--- config.mk ---
export PLATFORM = sky130hd
export DESIGN_NAME = fwd_hazard_unit
export DESIGN_NICKNAME = d
export VERILOG_FILES = /design/src/rtl/fwd_pkg.sv /design/src/rtl/fwd_scoreboard.sv /design/src/rtl/fwd_hazard_unit.sv
export SDC_FILE = /design/constraint.sdc
export NUM_CORES = 1
export LEC_CHECK = 0
export ABC_AREA = 1
export BUFFER_PORTS_ARGS = -buffer_cell sky130_fd_sc_hd__buf_2
export CAP_MARGIN = 20
export CORE_ASPECT_RATIO = 1.2
export CORE_MARGIN = 5
export CORE_UTILIZATION = 63
export CTS_CLUSTER_SIZE = 14
export DETAILED_ROUTE_END_ITERATION = 10
export PLACE_DENSITY_LB_ADDON = 0.08
export SYNTH_ARGS = -nofsm -noshare
export SYNTH_HDL_FRONTEND = slang
export SYNTH_SLANG_ARGS = --single-unit
--- constraint.sdc ---
create_clock -name clk -period 3.4 [get_ports clk]
set_clock_uncertainty 0.15 [all_clocks]
set_input_delay 0.34 -clock clk [delete_from_list [all_inputs] [get_ports clk]]
set_output_delay 0.34 -clock clk [all_outputs]
set_load 0.01 [all_outputs]
--- src/rtl/fwd_pkg.sv ---
// Shared constants and helpers for the forwarding / hazard unit.
package fwd_pkg;

    // Forward select value meaning "take the operand from the register file".
    localparam int FWD_SEL_RF = 0;

    // Forwarding stage k (0 = youngest) is encoded as select value k+1.
    function automatic int stage_to_sel(input int stage);
        return stage + 1;
    endfunction

    // Producers claiming more latency than the scoreboard can track are
    // held for the maximum instead.
    function automatic int clamp_lat(input int lat, input int max_lat);
        return (lat > max_lat) ? max_lat : lat;
    endfunction

endpackage

--- src/rtl/fwd_scoreboard.sv ---
// Per-register latency scoreboard. Each register has a down-counter that is
// loaded with the remaining latency of an in-flight multi-cycle producer;
// a register is busy while its counter is nonzero.
module fwd_scoreboard
    import fwd_pkg::*;
#(
    parameter int REG_AW  = 5,
    parameter int MAX_LAT = 7,
    parameter int LAT_W   = $clog2(MAX_LAT + 1)
) (
    input  logic                 clk,
    input  logic                 rst_n,
    input  logic                 flush,
    input  logic                 load_en,
    input  logic [REG_AW-1:0]    load_dest,
    input  logic [LAT_W-1:0]     load_lat,
    output logic [2**REG_AW-1:0] busy
);

    localparam int NUM_REGS = 2**REG_AW;

    logic [LAT_W-1:0] cnt [NUM_REGS];
    logic [LAT_W-1:0] load_val;

    // Clamp the requested latency to what a counter may hold.
    always_comb begin
        load_val = LAT_W'(clamp_lat(int'(load_lat), MAX_LAT));
    end

    // Counter update: flush clears all, a load overrides the decrement of
    // its own entry, every other nonzero entry counts down by one.
    always_ff @(posedge clk or negedge rst_n) begin
        if (!rst_n) begin
            for (int r = 0; r < NUM_REGS; r++) begin
                cnt[r] <= '0;
            end
        end else if (flush) begin
            for (int r = 0; r < NUM_REGS; r++) begin
                cnt[r] <= '0;
            end
        end else begin
            for (int r = 0; r < NUM_REGS; r++) begin
                if (load_en && (load_dest == REG_AW'(r))) begin
                    cnt[r] <= load_val;
                end else if (cnt[r] != '0) begin
                    cnt[r] <= cnt[r] - LAT_W'(1);
                end
            end
        end
    end

    // A register is busy while its counter has not yet drained.
    always_comb begin
        busy = '0;
        for (int r = 0; r < NUM_REGS; r++) begin
            busy[r] = (cnt[r] != '0);
        end
    end

endmodule

--- src/rtl/fwd_hazard_unit.sv ---
// Operand forwarding select, issue stall and stall-cycle counter for the
// multicycle MIPS datapath. Sits beside ID/EX.
//
// Handshake: issue_valid is the request from ID; stall is the back-pressure.
// An instruction enters EX in exactly the cycle issue_fire = issue_valid &
// ~stall; ID must hold the instruction steady while stall is high.
module fwd_hazard_unit
    import fwd_pkg::*;
#(
    parameter int NUM_SRC    = 3,
    parameter int NUM_STAGES = 2,
    parameter int REG_AW     = 5,
    parameter int MAX_LAT    = 7,
    parameter int SEL_W      = $clog2(NUM_STAGES + 1),
    parameter int CNT_W      = 16,
    parameter int LAT_W      = $clog2(MAX_LAT + 1)
) (
    input  logic                         clk,
    input  logic                         rst_n,
    input  logic [NUM_SRC*REG_AW-1:0]    src_addr,
    input  logic [NUM_SRC-1:0]           src_used,
    input  logic [NUM_STAGES*REG_AW-1:0] stage_dest,
    input  logic [NUM_STAGES-1:0]        stage_wb_en,
    input  logic                         forwarding_enable,
    input  logic                         issue_valid,
    input  logic [REG_AW-1:0]            issue_dest,
    input  logic                         issue_wb_en,
    input  logic [LAT_W-1:0]             issue_lat,
    input  logic                         flush,
    output logic [NUM_SRC*SEL_W-1:0]     fwd_sel,
    output logic                         stall,
    output logic                         issue_fire,
    output logic [CNT_W-1:0]             stall_cnt
);

    logic [NUM_SRC-1:0][NUM_STAGES-1:0] match;
    logic [2**REG_AW-1:0]               busy;
    logic                               raw_busy;
    logic                               waw_busy;
    logic                               interlock;
    logic                               sb_load;

    // Operand/stage address match; register 0 never matches.
    always_comb begin
        match = '0;
        for (int i = 0; i < NUM_SRC; i++) begin
            for (int k = 0; k < NUM_STAGES; k++) begin
                match[i][k] = src_used[i] && stage_wb_en[k] &&
                              (stage_dest[k*REG_AW +: REG_AW] == src_addr[i*REG_AW +: REG_AW]) &&
                              (src_addr[i*REG_AW +: REG_AW] != '0);
            end
        end
    end

    // Forward select per operand; walking oldest to youngest lets the
    // youngest matching stage overwrite and win.
    always_comb begin
        fwd_sel = '0;
        for (int i = 0; i < NUM_SRC; i++) begin
            fwd_sel[i*SEL_W +: SEL_W] = SEL_W'(FWD_SEL_RF);
            if (forwarding_enable) begin
                for (int k = NUM_STAGES - 1; k >= 0; k--) begin
                    if (match[i][k]) begin
                        fwd_sel[i*SEL_W +: SEL_W] = SEL_W'(stage_to_sel(k));
                    end
                end
            end
        end
    end

    // Hazard sources: read of a busy register, write behind a pending
    // write, or any match when forwarding is switched off.
    always_comb begin
        raw_busy = 1'b0;
        for (int i = 0; i < NUM_SRC; i++) begin
            if (src_used[i] && (src_addr[i*REG_AW +: REG_AW] != '0) &&
                busy[src_addr[i*REG_AW +: REG_AW]]) begin
                raw_busy = 1'b1;
            end
        end
        waw_busy   = issue_wb_en && (issue_dest != '0) && busy[issue_dest];
        interlock  = !forwarding_enable && (|match);
        stall      = issue_valid && (raw_busy || waw_busy || interlock);
        issue_fire = issue_valid && !stall;
        sb_load    = issue_fire && issue_wb_en && (issue_lat != '0) && (issue_dest != '0);
    end

    fwd_scoreboard #(
        .REG_AW  (REG_AW),
        .MAX_LAT (MAX_LAT),
        .LAT_W   (LAT_W)
    ) u_scoreboard (
        .clk       (clk),
        .rst_n     (rst_n),
        .flush     (flush),
        .load_en   (sb_load),
        .load_dest (issue_dest),
        .load_lat  (issue_lat),
        .busy      (busy)
    );

    // Saturating count of stalled cycles; flush leaves it alone.
    always_ff @(posedge clk or negedge rst_n) begin
        if (!rst_n) begin
            stall_cnt <= '0;
        end else if (stall && (stall_cnt != '1)) begin
            stall_cnt <= stall_cnt + CNT_W'(1);
        end
    end

endmodule

==> implementation parameters <==
Parameter                              Value

Cells and area
  Most frequent standard cell in the layout excluding fill and tap cells    sky130_fd_sc_hd__nand2_1
  Fill cells    between 1000 and 1500
  Fraction of final layout cells sized beyond drive strength 1    11.1%
  Post-synthesis to final-layout area growth    8.33%
  Antenna cells    0
  Highest-count cells in the layout ignoring fill and taps    sky130_fd_sc_hd__nand2_1, sky130_fd_sc_hd__inv_1, sky130_fd_sc_hd__nand3_1
  Final nets    around 1800

Route
  Vias post-DR    around 11000
  DRC    0
  Vias per cell    about 5.5
  Number of detailed-route iterations in the first pass    5
  Routed length per instance    between 15 and 20 um
  Sum of routed wire length over all layers    a little over 30 mm
  Number of nets with antenna violations after routing    0
  First-iteration detailed-routing DRC count    960

Floorplan
  Die height    about 150 um
  Number of placement rows    52
  Area of the die    between 15000 and 20000 um^2
  Starting density of the core    between 60 and 70%
  Die width    129 um
  Total I/O pin count    68
  Core area    roughly 17000 um^2

Yosys
  Complex-gate fraction of the synthesized area    ~5.2%
  Yosys warning total    0
  Combinational family with the most area after synthesis    simple AND/OR/NAND/NOR gates
  Proportion of synthesized area in mux cells    0%
  Cell variety after synth    29
  Adder-Cell Fraction of Synth Area    roughly 7.6%
  Sequential element share of the synthesized area    about a quarter
  Post-synth net total    1775
  Xor-xnor portion of the synthesized cell area    around 4.2%
  Number of enable-type register cells in the synthesized netlist    0
  Most used DFF post-synth    sky130_fd_sc_hd__dfrtp_1
  Fraction of the mapped netlist area in simple logic gates    between 40% and 50%
  Synthesized area    10700 um^2
  Count of state elements after synthesis    about 110
  Mean instance size in the synthesized netlist    about 6.4 um^2
  Syn Inst Count    between 1500 and 2000
  Fraction of registers with async set/reset    between 90% and 100%

CTS
  Clock slew seen by the registers of the worst setup and hold paths    roughly 90 ps
  Count of clock tree sinks    between 100 and 150
  TritonCTS clock tree    built
  Library cell used as clock root buffer    sky130_fd_sc_hd__clkbuf_16
  CTS H-Tree Depth    3
  TritonCTS Buffers    9
  Clk buf depth    2
  Clk_lat worst skew    370 ps

Placement
  Routability congestion estimate    1.00
  Pre-CTS setup slack    162 ps
  Post-detail-place hpwl    around 22 mm
  Port Buf Inserts    67

Timing
  Worst slew margin relative to its limit    between 30% and 40%
  Endpoints failing hold    0
  RSZ-0062 raised after global routing    no
  Post-layout min period    3200 ps
  Setup Total Neg Slack    0 ps
  Max Freq    between 0.3 and 0.4 GHz
  Worst slew pin tran    902 ps
  Ratio of final minimum period to clock period    between 90% and 100%
  Setup WS post-layout    203 ps
  Number of pins with negative max-slew slack in the final report    0
  Number of endpoints failing setup at the final stage    0

Global route
  First-pass GRT wire length    roughly 50 mm
  Via count of the first global-routing pass    around 10000
  Remaining global-route overflow    0
  Number of antenna violations at the first check in global routing    0
  Combined global-route utilization of all metal layers    between 30% and 40%
  Largest net degree at the start of global routing    58

Worst setup path
  Worst endpoint data arrival time    approximately 2700 ps
  Kind of end point of the critical path    primary output
  Critical setup path kind    reg -> out
  Category of the worst setup path launch point    register
  CP Data Required Time    2910 ps
  Largest fanout on the critical path    31

Pwr
  Sequential share of power    around a quarter
  Power density over the cells    about 710 nW/um^2
  Part of the power in combinational logic    roughly 60%
  Sw power    approximately 0.004 W
  Peak supply drop    between 400 and 500 uV
  Leakage component of the power    around 6.4 nW
  Clock Power Share    roughly 14%
  Sw frac    roughly half
  Design internal power    0.00418 W

Job
  Max-Cap Viols    0

Run status
  Status    finished, final reports clean

Hold path
  HP Class    reg -> reg
## worst max-delay path, cell delays in order (launching register included)
cell                      delay [ps]
sky130_fd_sc_hd__dfrtp_1         390
sky130_fd_sc_hd__inv_1           110
sky130_fd_sc_hd__ha_1            180
sky130_fd_sc_hd__nand2_1         170
sky130_fd_sc_hd__nand2_1         110
sky130_fd_sc_hd__nand3_1          70
sky130_fd_sc_hd__nand3_1         110
sky130_fd_sc_hd__nand2_1          80
sky130_fd_sc_hd__nand2_1          60
sky130_fd_sc_hd__nand3_1          70
sky130_fd_sc_hd__nand3_1          90
sky130_fd_sc_hd__nand2_1         210
sky130_fd_sc_hd__inv_1           100
sky130_fd_sc_hd__nand2_1          90
sky130_fd_sc_hd__nor2_4          110
sky130_fd_sc_hd__buf_8           220
sky130_fd_sc_hd__buf_2           170
## metal layers
metal,up-vias,track usage [%],share of wire [%]
met5,-,0,0
met4,0,13.2,4.1
met3,114,5.65,8.0
met2,436,50.3,47
met1,4879,40.6,41
li1,5273,-,-
## synthesized netlist by cell type (19+ instances only)
library cell	instances	share of area, %
sky130_fd_sc_hd__o21ai_0	41	1.9
sky130_fd_sc_hd__nand3_1	133	6.2
sky130_fd_sc_hd__buf_2	24	1.1
sky130_fd_sc_hd__nand2_1	621	22
sky130_fd_sc_hd__nand4_4	30	5.9
sky130_fd_sc_hd__ha_1	65	7.6
sky130_fd_sc_hd__nor2_1	123	4.3
sky130_fd_sc_hd__inv_1	275	9.6
sky130_fd_sc_hd__xnor2_1	41	3.3
sky130_fd_sc_hd__a21oi_2	30	2.4
sky130_fd_sc_hd__nand4_1	68	4.0
sky130_fd_sc_hd__clkbuf_1	19	0.66
sky130_fd_sc_hd__dfrtp_1	112	26
## worst paths after layout
check | slack [ps] | cells after the start | to | startpoint
setup / recovery | 200 | 16 | issue_fire | u_scoreboard.cnt[48]
hold / removal | 330 | 2 | u_scoreboard.cnt[21] | u_scoreboard.cnt[21]
setup reg to reg | 330 | 18 | u_scoreboard.cnt[2] | u_scoreboard.cnt[18]
hold reg to reg | 330 | 2 | u_scoreboard.cnt[21] | u_scoreboard.cnt[21]
max in group asynchronous | 1880 | 3 | u_scoreboard.cnt[30] | rst_n
min in group asynchronous | 430 | 2 | u_scoreboard.cnt[73] | rst_n
## cells by family (layout without fill, tap and decap cells)
logic type	count (synthesis)	count (layout)
DFF	112	112
xor gates and xnor gates	51	51
buffers and inverters	341	395
and+or+nand+nor	1007	1007
adders and majority gates	65	65
AOI/OAI and AO/OA	90	90
## cell type report
class	instances	area (um^2)	area share, %
repair buffers	95	596	5.12
well taps	216	270	2.33
flip-flops and latches	112	2800	24.1
clock inverters	7	91.3	0.786
clock buffers	9	225	1.94
multi-input cells	1213	6570	56.5
inverters	284	1070	9.17
## power by group through the flow
stage / Combinational (W) / Clock (W) / Sequential [W]
finish: 0.00496 / 0.00116 / 0.00212
CTS: 0.00490 / 0.00117 / 0.00211
floorplan: 0.00368 / 0 / 0.00209
global placement: 0.00474 / 0 / 0.00212
detailed placement: 0.00485 / 0 / 0.00214
global route: 0.00564 / 0.00122 / 0.00218
## registers in the layout (all words and copies together), names as in the netlist
register	cells
stall_cnt	16
u_scoreboard.cnt	96
## per-stage QoR
| step | cells | cell area [um^2] | hold WS (ps) | utilization, % | power (W) |
|---|---|---|---|---|---|
| 2_1_floorplan | 1666 | 10700 | -106 | - | 0.00577 |
| 3_3_place_gp | 1919 | 11300 | 312 | 67.2 | 0.00686 |
| 3_5_place_dp | 1919 | 11300 | 315 | 67.2 | 0.00699 |
| 4_1_cts | 1936 | 11600 | 335 | 69.1 | 0.00818 |
| 5_1_grt | 1936 | 11600 | 347 | 69.2 | 0.00905 |
| 6_report | 1936 | 11600 | 332 | 69.2 | 0.00823 |
## timing repair
item / in CTS / in global routing
setup endpoints to repair: 0 / 3
endpoints found under the hold margin: 56 / 0
buffers inserted: 0 / 0
resized for setup: 0 / 6
hold buffers: 1 / 0
Note: power is estimated with default switching activity, not from simulation.
